`src/rtl/mod_div_pkg.sv`:
```
// ============================================================================
// Module  : mod_div_pkg
// Purpose : Shared types and helpers for the restoring divider unit.
// Revision: 1.0 - initial release
// ============================================================================
`default_nettype none

package mod_div_pkg;

    typedef enum logic [1:0] {
        IDLE = 2'd0,
        RUN  = 2'd1,
        DONE = 2'd2
    } state_t;

    localparam int DEFAULT_WIDTH = 32;
    localparam int DBZ_MAX_WIDTH = 128;

    // All-ones quotient reported on divide-by-zero; callers cast to their width.
    function automatic logic [DBZ_MAX_WIDTH-1:0] DBZ_QUOTIENT(input int width);
        logic [DBZ_MAX_WIDTH-1:0] v;
        v = '0;
        for (int i = 0; i < DBZ_MAX_WIDTH; i++) begin
            if (i < width) v[i] = 1'b1;
        end
        return v;
    endfunction

endpackage

`default_nettype wire

```
`src/rtl/div_step.sv`:
```
// ============================================================================
// Module  : div_step
// Purpose : One combinational restoring shift-subtract step.
// Revision: 1.0 - initial release
// ============================================================================
`default_nettype none

module div_step
    import mod_div_pkg::*;
#(
    parameter int WIDTH = DEFAULT_WIDTH
) (
    input  logic [WIDTH-1:0] rem,
    input  logic             dvd_msb,
    input  logic [WIDTH-1:0] divisor,
    output logic [WIDTH-1:0] next_rem,
    output logic             q_bit
);

    logic [WIDTH-1:0] w_shift;
    logic [WIDTH:0]   w_diff;

    assign w_shift = {rem[WIDTH-2:0], dvd_msb};
    assign w_diff  = {1'b0, w_shift} - {1'b0, divisor};

    // rem stays below 2^(WIDTH-1) while dividing; folding its MSB in keeps the compare exact anyway.
    assign q_bit    = rem[WIDTH-1] | ~w_diff[WIDTH];
    assign next_rem = q_bit ? w_diff[WIDTH-1:0] : w_shift;

endmodule

`default_nettype wire

```
`src/rtl/mod_div_unit.sv`:
```
// ============================================================================
// Module  : mod_div_unit
// Purpose : Multi-cycle unsigned divider (quotient + remainder), one bit/cycle.
// Revision: 1.0 - initial release
// ============================================================================
`default_nettype none

module mod_div_unit
    import mod_div_pkg::*;
#(
    parameter int WIDTH = DEFAULT_WIDTH,
    parameter int CNT_W = $clog2(WIDTH)
) (
    input  logic             CLK,
    input  logic             RST,
    input  logic             start,
    input  logic [WIDTH-1:0] A,
    input  logic [WIDTH-1:0] B,
    output logic             ready,
    output logic             done,
    output logic [WIDTH-1:0] Q,
    output logic [WIDTH-1:0] R,
    output logic             div_by_zero
);

    localparam logic [WIDTH-1:0] c_DBZ_Q    = WIDTH'(DBZ_QUOTIENT(WIDTH));
    localparam logic [CNT_W-1:0] c_CNT_LAST = CNT_W'(WIDTH - 1);

    state_t           r_state;
    state_t           w_state_nxt;
    logic             w_accept;
    logic             w_b_zero;

    logic [WIDTH-1:0] r_dvd;
    logic [WIDTH-1:0] r_div;
    logic [WIDTH-1:0] r_rem;
    logic [WIDTH-1:0] r_a;
    logic [CNT_W-1:0] r_cnt;
    logic [WIDTH-1:0] r_q;
    logic [WIDTH-1:0] r_r;
    logic             r_dbz;

    logic [WIDTH-1:0] w_rem_nxt;
    logic [WIDTH-1:0] w_dvd_nxt;
    logic             w_q_bit;

    assign w_b_zero = (B == '0);

    div_step #(
        .WIDTH (WIDTH)
    ) u_step (
        .rem      (r_rem),
        .dvd_msb  (r_dvd[WIDTH-1]),
        .divisor  (r_div),
        .next_rem (w_rem_nxt),
        .q_bit    (w_q_bit)
    );

    // The dividend register doubles as the quotient accumulator.
    assign w_dvd_nxt = {r_dvd[WIDTH-2:0], w_q_bit};

    always_ff @(posedge CLK) begin
        if (RST) r_state <= IDLE;
        else     r_state <= w_state_nxt;
    end

    always_comb begin
        w_state_nxt = r_state;
        ready       = 1'b1;
        done        = 1'b0;
        w_accept    = 1'b0;
        case (r_state)
            IDLE: begin
                w_accept = start;
                if (start) w_state_nxt = w_b_zero ? DONE : RUN;
            end
            RUN: begin
                ready = 1'b0;
                if (r_cnt == '0) w_state_nxt = DONE;
            end
            DONE: begin
                done     = 1'b1;
                w_accept = start;
                if (start) w_state_nxt = w_b_zero ? DONE : RUN;
                else       w_state_nxt = IDLE;
            end
            default: begin
                w_state_nxt = IDLE;
            end
        endcase
    end

    always_ff @(posedge CLK) begin
        if (RST) begin
            r_dvd <= '0;
            r_div <= '0;
            r_rem <= '0;
            r_a   <= '0;
            r_cnt <= '0;
            r_q   <= '0;
            r_r   <= '0;
            r_dbz <= 1'b0;
        end else if (w_accept) begin
            if (w_b_zero) begin
                r_q   <= c_DBZ_Q;
                r_r   <= A;
                r_dbz <= 1'b1;
            end else begin
                r_dvd <= A;
                r_div <= B;
                r_a   <= A;
                r_rem <= '0;
                r_cnt <= c_CNT_LAST;
            end
        end else if (r_state == RUN) begin
            r_dvd <= w_dvd_nxt;
            r_rem <= w_rem_nxt;
            r_cnt <= r_cnt - 1'b1;
            if (r_cnt == '0) begin
                r_q   <= w_dvd_nxt;
                r_r   <= w_rem_nxt;
                r_dbz <= 1'b0;
            end
        end
    end

    assign Q           = r_q;
    assign R           = r_r;
    assign div_by_zero = r_dbz;

    a_div_invariant: assert property (@(posedge CLK) disable iff (RST)
        (done && !div_by_zero) |->
            ((({{WIDTH{1'b0}}, Q} * {{WIDTH{1'b0}}, r_div}) + {{WIDTH{1'b0}}, R})
                == {{WIDTH{1'b0}}, r_a}) && (R < r_div));

endmodule

`default_nettype wire

```
`config.mk`:
```
export PLATFORM = sky130hd
export DESIGN_NAME = mod_div_unit
export DESIGN_NICKNAME = d
export VERILOG_FILES = /design/src/rtl/mod_div_pkg.sv /design/src/rtl/div_step.sv /design/src/rtl/mod_div_unit.sv
export SDC_FILE = /design/constraint.sdc
export NUM_CORES = 1
export LEC_CHECK = 0
export ABC_AREA = 1
export BUFFER_PORTS_ARGS = -buffer_cell sky130_fd_sc_hd__buf_2
export CORE_ASPECT_RATIO = 0.5
export CORE_MARGIN = 10
export CORE_UTILIZATION = 48
export CTS_CLUSTER_SIZE = 30
export DETAILED_ROUTE_END_ITERATION = 7
export PLACE_DENSITY = 0.77
export REMOVE_ABC_BUFFERS = 1
export SLEW_MARGIN = 40
export SYNTH_ARGS = -nofsm -noshare
export SYNTH_HDL_FRONTEND = slang
export SYNTH_SLANG_ARGS = --single-unit
```
`constraint.sdc`:
```
create_clock -name CLK -period 2.4 [get_ports CLK]
set_clock_uncertainty 0.05 [all_clocks]
set_input_delay 0.36 -clock CLK [delete_from_list [all_inputs] [get_ports CLK]]
set_output_delay 0.36 -clock CLK [all_outputs]
set_load 0.01 [all_outputs]
```
=== Word level (Yosys, flattened, before mapping) ===
Index checks and enable logic that the tools add are counted.

* RAM bits: 0
* Output and inout bits: 67
* Memories: 0
* Word-level logic and storage cells: 59
* Bits in registers: 168
* Latch bits: 0
* Bits of input ports: 67
* Bits in read-only memories: 0

* Muxes and demuxes: 30
* Multipliers: 0
* Div/mod/pow operators: 0
* $lt $le $gt $ge: 0
* Bitwise logic cells: 3
* Shifts and indexed selects: 0
* Reduce and logical (&&, ||, !) cells: 10
* Add/sub/neg operators: 2
* Equality and inequality tests: 6

{| class="wikitable"
|+ Operators by type and width
! cell !! count
|-
| $mux 32 || 15
|-
| $sub 32x32->33 || 1
|-
| $logic_not 32->1 || 1
|-
| $mux 5 || 3
|-
| $mux 2 || 4
|-
| $mux 1 || 7
|-
| $pmux 2 s3 || 1
|-
| $reduce_and 2->1 || 3
|-
| $logic_not 5->1 || 1
|-
| $sub 5x1->5 const B || 1
|-
| $ne 2x1->1 const B || 2
|-
| $ne 2x2->1 const B || 2
|-
| $reduce_bool 2->1 || 2
|-
| $reduce_and 3->1 || 1
|-
| $eq 2x1->1 const B || 1
|-
| $eq 2x2->1 const B || 1
|-
| $logic_not 2->1 || 1
|-
| $not 1->1 || 2
|-
| $reduce_or 2->1 || 1
|-
| $or 1x1->1 || 1
|}

=== Longest topological paths before layout ===
* Depth after elaboration: 7
* Depth in mapped cells: 19
* Gate-level depth less buffers: 18

=== By module ===
Synthesis repeated with hierarchy kept, for this count alone.

* Cells, all modules: 1701
* Area, all modules: 10289.9 µm²

{| class="wikitable"
|+ Modules (own cells, without submodules)
! module !! sequential area each (µm²) !! cells each !! area an instance (µm²) !! instances
|-
| mod_div_unit || 3363.2 || 1029 || 7160.6 || 1
|-
| div_step || 0.0 || 672 || 3129.3 || 1
|}

=== Worst setup path after synthesis ===
Ideal clock, no wire load.

* Kind: reg2reg
* From: register r_dvd[31]
* To: register r_rem[22]
* Clock period less this slack: 2.220 ns
* Cell stages (with the launch flop): 20
* Path buffers: 1
* Setup slack: 0.180 ns
* Required time: 2.294 ns
* Arrival time: 2.115 ns
* Cell sequence: dfxtp_1 inv_1 ha_1 fa_1 inv_1 nand2_1 nand2_1 nand3_1 nand2_2 nand2_2 nand2_2 nand2_4 nand2_2 nand2_4 nor2_8 buf_4 nand2_1 nand3_1 nand2_1 inv_1

* Word-level cells in the longest chain between the ends: 6

{| class="wikitable"
|+ Ends and longest elaborated chain
! what !! RTL line !! text
|-
| start: declaration || mod_div_unit.sv:34 || <nowiki>logic [WIDTH-1:0] r_dvd;</nowiki>
|-
| start signal: assignment || mod_div_unit.sv:116 || <nowiki>r_dvd <= w_dvd_nxt;</nowiki>
|-
| $sub 32x32->33 * || div_step.sv:24 || <nowiki>assign w_diff = {1'b0, w_shift} - {1'b0, divisor};</nowiki>
|-
| $not 1->1 || div_step.sv:27 || <nowiki>assign q_bit = rem[WIDTH-1] | ~w_diff[WIDTH];</nowiki>
|-
| $or 1x1->1 || div_step.sv:27 ||
|-
| $mux 32 * || div_step.sv:28 || <nowiki>assign next_rem = q_bit ? w_diff[WIDTH-1:0] : w_shift;</nowiki>
|-
| $mux 32 * || mod_div_unit.sv:115 || <nowiki>end else if (r_state == RUN) begin</nowiki>
|-
| $mux 32 * || mod_div_unit.sv:103 || <nowiki>end else if (w_accept) begin</nowiki>
|-
| end signal: assignment || mod_div_unit.sv:117 || <nowiki>r_rem <= w_rem_nxt;</nowiki>
|-
| end: declaration || mod_div_unit.sv:36 || <nowiki>logic [WIDTH-1:0] r_rem;</nowiki>
|}

Every way passes the cells marked *; elsewhere a longest branch is shown, timed or not. The select of a mux whose other input is x is not followed.
A chain may end at the register's enable or synchronous reset.

=== Final worst setup path ===
* From: register r_div[10]
* To: register r_r[3] (netlist: R[3])

* Word-level cells in the longest chain between the ends: 7

{| class="wikitable"
|+ Ends and longest elaborated chain
! what !! RTL line !! text
|-
| start: declaration || mod_div_unit.sv:35 || <nowiki>logic [WIDTH-1:0] r_div;</nowiki>
|-
| start signal: assignment || mod_div_unit.sv:96 || <nowiki>r_div <= '0;</nowiki>
|-
| start signal: assignment || mod_div_unit.sv:110 || <nowiki>r_div <= B;</nowiki>
|-
| $sub 32x32->33 || div_step.sv:24 ||
|-
| $not 1->1 || div_step.sv:27 ||
|-
| $or 1x1->1 || div_step.sv:27 ||
|-
| $mux 32 || div_step.sv:28 ||
|-
| $mux 32 || mod_div_unit.sv:119 || <nowiki>if (r_cnt == '0) begin</nowiki>
|-
| $mux 32 || mod_div_unit.sv:115 ||
|-
| $mux 32 || mod_div_unit.sv:103 ||
|-
| end signal: assignment || mod_div_unit.sv:121 || <nowiki>r_r <= w_rem_nxt;</nowiki>
|-
| end: declaration || mod_div_unit.sv:40 || <nowiki>logic [WIDTH-1:0] r_r;</nowiki>
|}

No other way between the ends. The select of a mux whose other input is x is not followed.

==> impl_metrics.toml <==
[drt]
drtIter0Drc = 1221
drt_pass1_iterations = 5
ant_nets = 0
vias = 10276
drc = 0
via_per_inst = 5.09
routedWlPerCell_um = 15.3
wl_mm = 30.9

[grt]
overflow = 0
grt_pass1_vias = 9342
met3_usage = 0.0538
track_usage = 0.218
grt_pass1_wl_mm = 48.4
grt_max_degree = 70
grtUsageMet2 = 0.324
use_met1 = 0.310
grt_antenna_before_repair = 0
grt.busiest_layer = "met2"

[synth]
synth_edf_count = 0
postSynthAreaPerCell_um2 = 6.26
yosysSeqAreaShare = 0.338
yosysUniqueCellTypes = 39
yosys.area.top_type = "dfxtp_1"
async_reset_ff_frac = 0
ys_top_cells_by_area = "dfxtp_1 34%, nand2_1 15%, inv_1 11%"
synthFlopType = "dfxtp_1"
synth_top_area_frac = 0.338
yosysWarnings = 0
postSynthCellCount = 1591
ys_ff_latch = 168
syn_area_um2 = 9960

[timing]
slew_headroom = 0.439
finalHoldViolCount = 0
period_share = 0.997
setup_viol = 0
maxSlewViolCount = 0
period_minus_slack_ns = 2.39
fmax_ghz = 0.418
tightestPinTransition_ns = 0.841
setup_ws_ns = 0.00642
tns_ns = 0
grt_setup_unrepaired = "true"

[clocking]
htree_levels = 4
cts.sinks = 168
cts_buffers = 17
cts_hold_buffers = 0
clk_pin_slew_ns = 0.07
clock_path_buffers = 2
cts-root-buf = "clkbuf_16"
cts_tree = "done"
clk_latency_ns = 0.44

[critical_path]
cp.arrival_ns = 2.73
slowest_stage = "ha_1"
start_kind = "flip-flop"
crit_type = "flip-flop to flip-flop"
cp_max_fo = 6
crit_required_ns = 2.74
worstSetupEndpointType = "flip-flop"
path_cells = "inv_1 > ha_1 > nand2_2 > nor2_2 > inv_1 > nor2_1 > nand2_2 > nand2_4 > nand2_4 > nand2_4 > nand2_8 > nor2_8 > buf_12 > nand2_1 > nand3_1 > nand2_1 > inv_1"
cp_slowest_stage_delay_ns = 0.37
ff2ff_path_depth = 17

[final_layout]
nets = 1833
antenna_cells = 0
fillerInstances = 1959
final_common_cell = "nand2_1"
area_growth_pct = 21.1
layout_common_cells = "388 x nand2_1, 302 x inv_1, 190 x nor2_1"
drive_gt1_frac = 0.169

[floorplanning]
die_area_um2 = 27300
die_w_um = 224
pin_count = 134
rows = 37
start_util = 0.487
die_h_um = 122
coreArea_um2 = 20500

[power_and_ir_drop]
powerDensity_nw_per_um2 = 938
finalPower_w = 0.0113
peakVddDrop_uv = 552
power_leakage_nw = 7.06

[placed_design]
portBuffers = 133
gp_congestion = 0.964
dp_worst_setup_slack_ns = -0.0176
place_hpwl_mm = 23.0

[run_status]
status = "finished clean"

[hold_path]
hp-class = "input port to flip-flop"
hold_depth = 3

[job]
drv_cap = 0
## through the flow
step	hold slack (ns)	util	instance area, um2	std cells
after floorplan	0.379	-	9610	1523
after CTS	0.150	0.571	11700	2010
after detailed placement	0.402	0.543	11100	1978
after global placement	0.398	0.543	11100	1978
after global routing	0.182	0.589	12100	2017
final	0.163	0.589	12100	2017
## repair_timing
action	CTS	global route
endpoints found under the hold margin	0	0
pin swaps	0	5
resized for setup	1	68
cloned	0	2
setup buffers	0	5
setup endpoints to repair	16	66
## worst max-delay path: cells and delay by family, from the launching register on
| kind | cells | cell delay, ns |
|---|---|---|
| simple gates | 12 | 1.24 |
| fa+ha+maj | 1 | 0.37 |
| buf+inv | 4 | 0.37 |
| flops | 1 | 0.31 |
## where the power goes
group | internal [W] | switching (W)
clock network | 0.00142 | 0.00122
logic | 0.00189 | 0.00337
registers | 0.00316 | 0.000247
## state kept, by name, summed over array words and instances (netlist names)
| name | flops |
|---|---|
| Q | 32 |
| r_dvd | 32 |
| R | 32 |
| r_rem | 32 |
| r_cnt | 5 |
| div_by_zero | 1 |
| r_state | 2 |
| r_div | 32 |
## per-layer routing
metal,up-vias,share of wire
met5,-,0
met4,0,0.012
met3,33,0.089
met2,370,0.42
met1,4649,0.48
li1,5224,-
## logic make-up (layout without fill, tap and decap cells)
logic type,after synthesis,count (layout),synth area share
fa+ha+maj,35,35,0.0447
simple gates,802,802,0.335
xor+xnor,17,17,0.0150
buf+inv,376,529,0.150
flops,168,168,0.338
compound gates,193,193,0.118
## cell type report
| cell class | count | area (um2) | area share |
|---|---|---|---|
| Multi-Input combinational cell | 1047 | 5390 | 0.447 |
| Sequential cell | 168 | 3360 | 0.279 |
| Timing Repair Buffer | 189 | 1240 | 0.103 |
| Inverter | 308 | 1160 | 0.0959 |
| Clock buffer | 20 | 467 | 0.0387 |
| Tap cell | 273 | 342 | 0.0283 |
| Clock inverter | 12 | 90.1 | 0.00747 |
## cells in the mapped netlist (2+ instances only)
master / n
and2_1: 3
nand2_4: 2
buf_6: 4
nand3_1: 159
buf_1: 5
clkbuf_1: 34
or2_1: 2
o21ai_0: 53
nor4_1: 2
buf_4: 5
nand2_1: 409
xor2_1: 16
a21oi_1: 53
inv_2: 2
o211ai_1: 2
o22ai_1: 30
o211a_1: 29
ha_1: 34
dfxtp_1: 168
nor3_1: 10
inv_1: 305
nand4_1: 10
buf_2: 18
nor2_1: 191
nor2_2: 2
o21ai_1: 20
o21bai_1: 4
or2_2: 3
nand2_2: 6
## final timing paths
path	startpoint	to	slack, ns
hold / removal	B[3]	r_div[3]$_SDFFE_PP0P_	0.16
setup reg to reg	r_div[10]$_SDFFE_PP0P_	R[3]$_SDFFE_PP0P_	0.006
setup / recovery	r_div[10]$_SDFFE_PP0P_	R[3]$_SDFFE_PP0P_	0.006
hold reg to reg	r_div[4]$_SDFFE_PP0P_	r_div[4]$_SDFFE_PP0P_	0.41
Power figures use the tool's default switching activity.
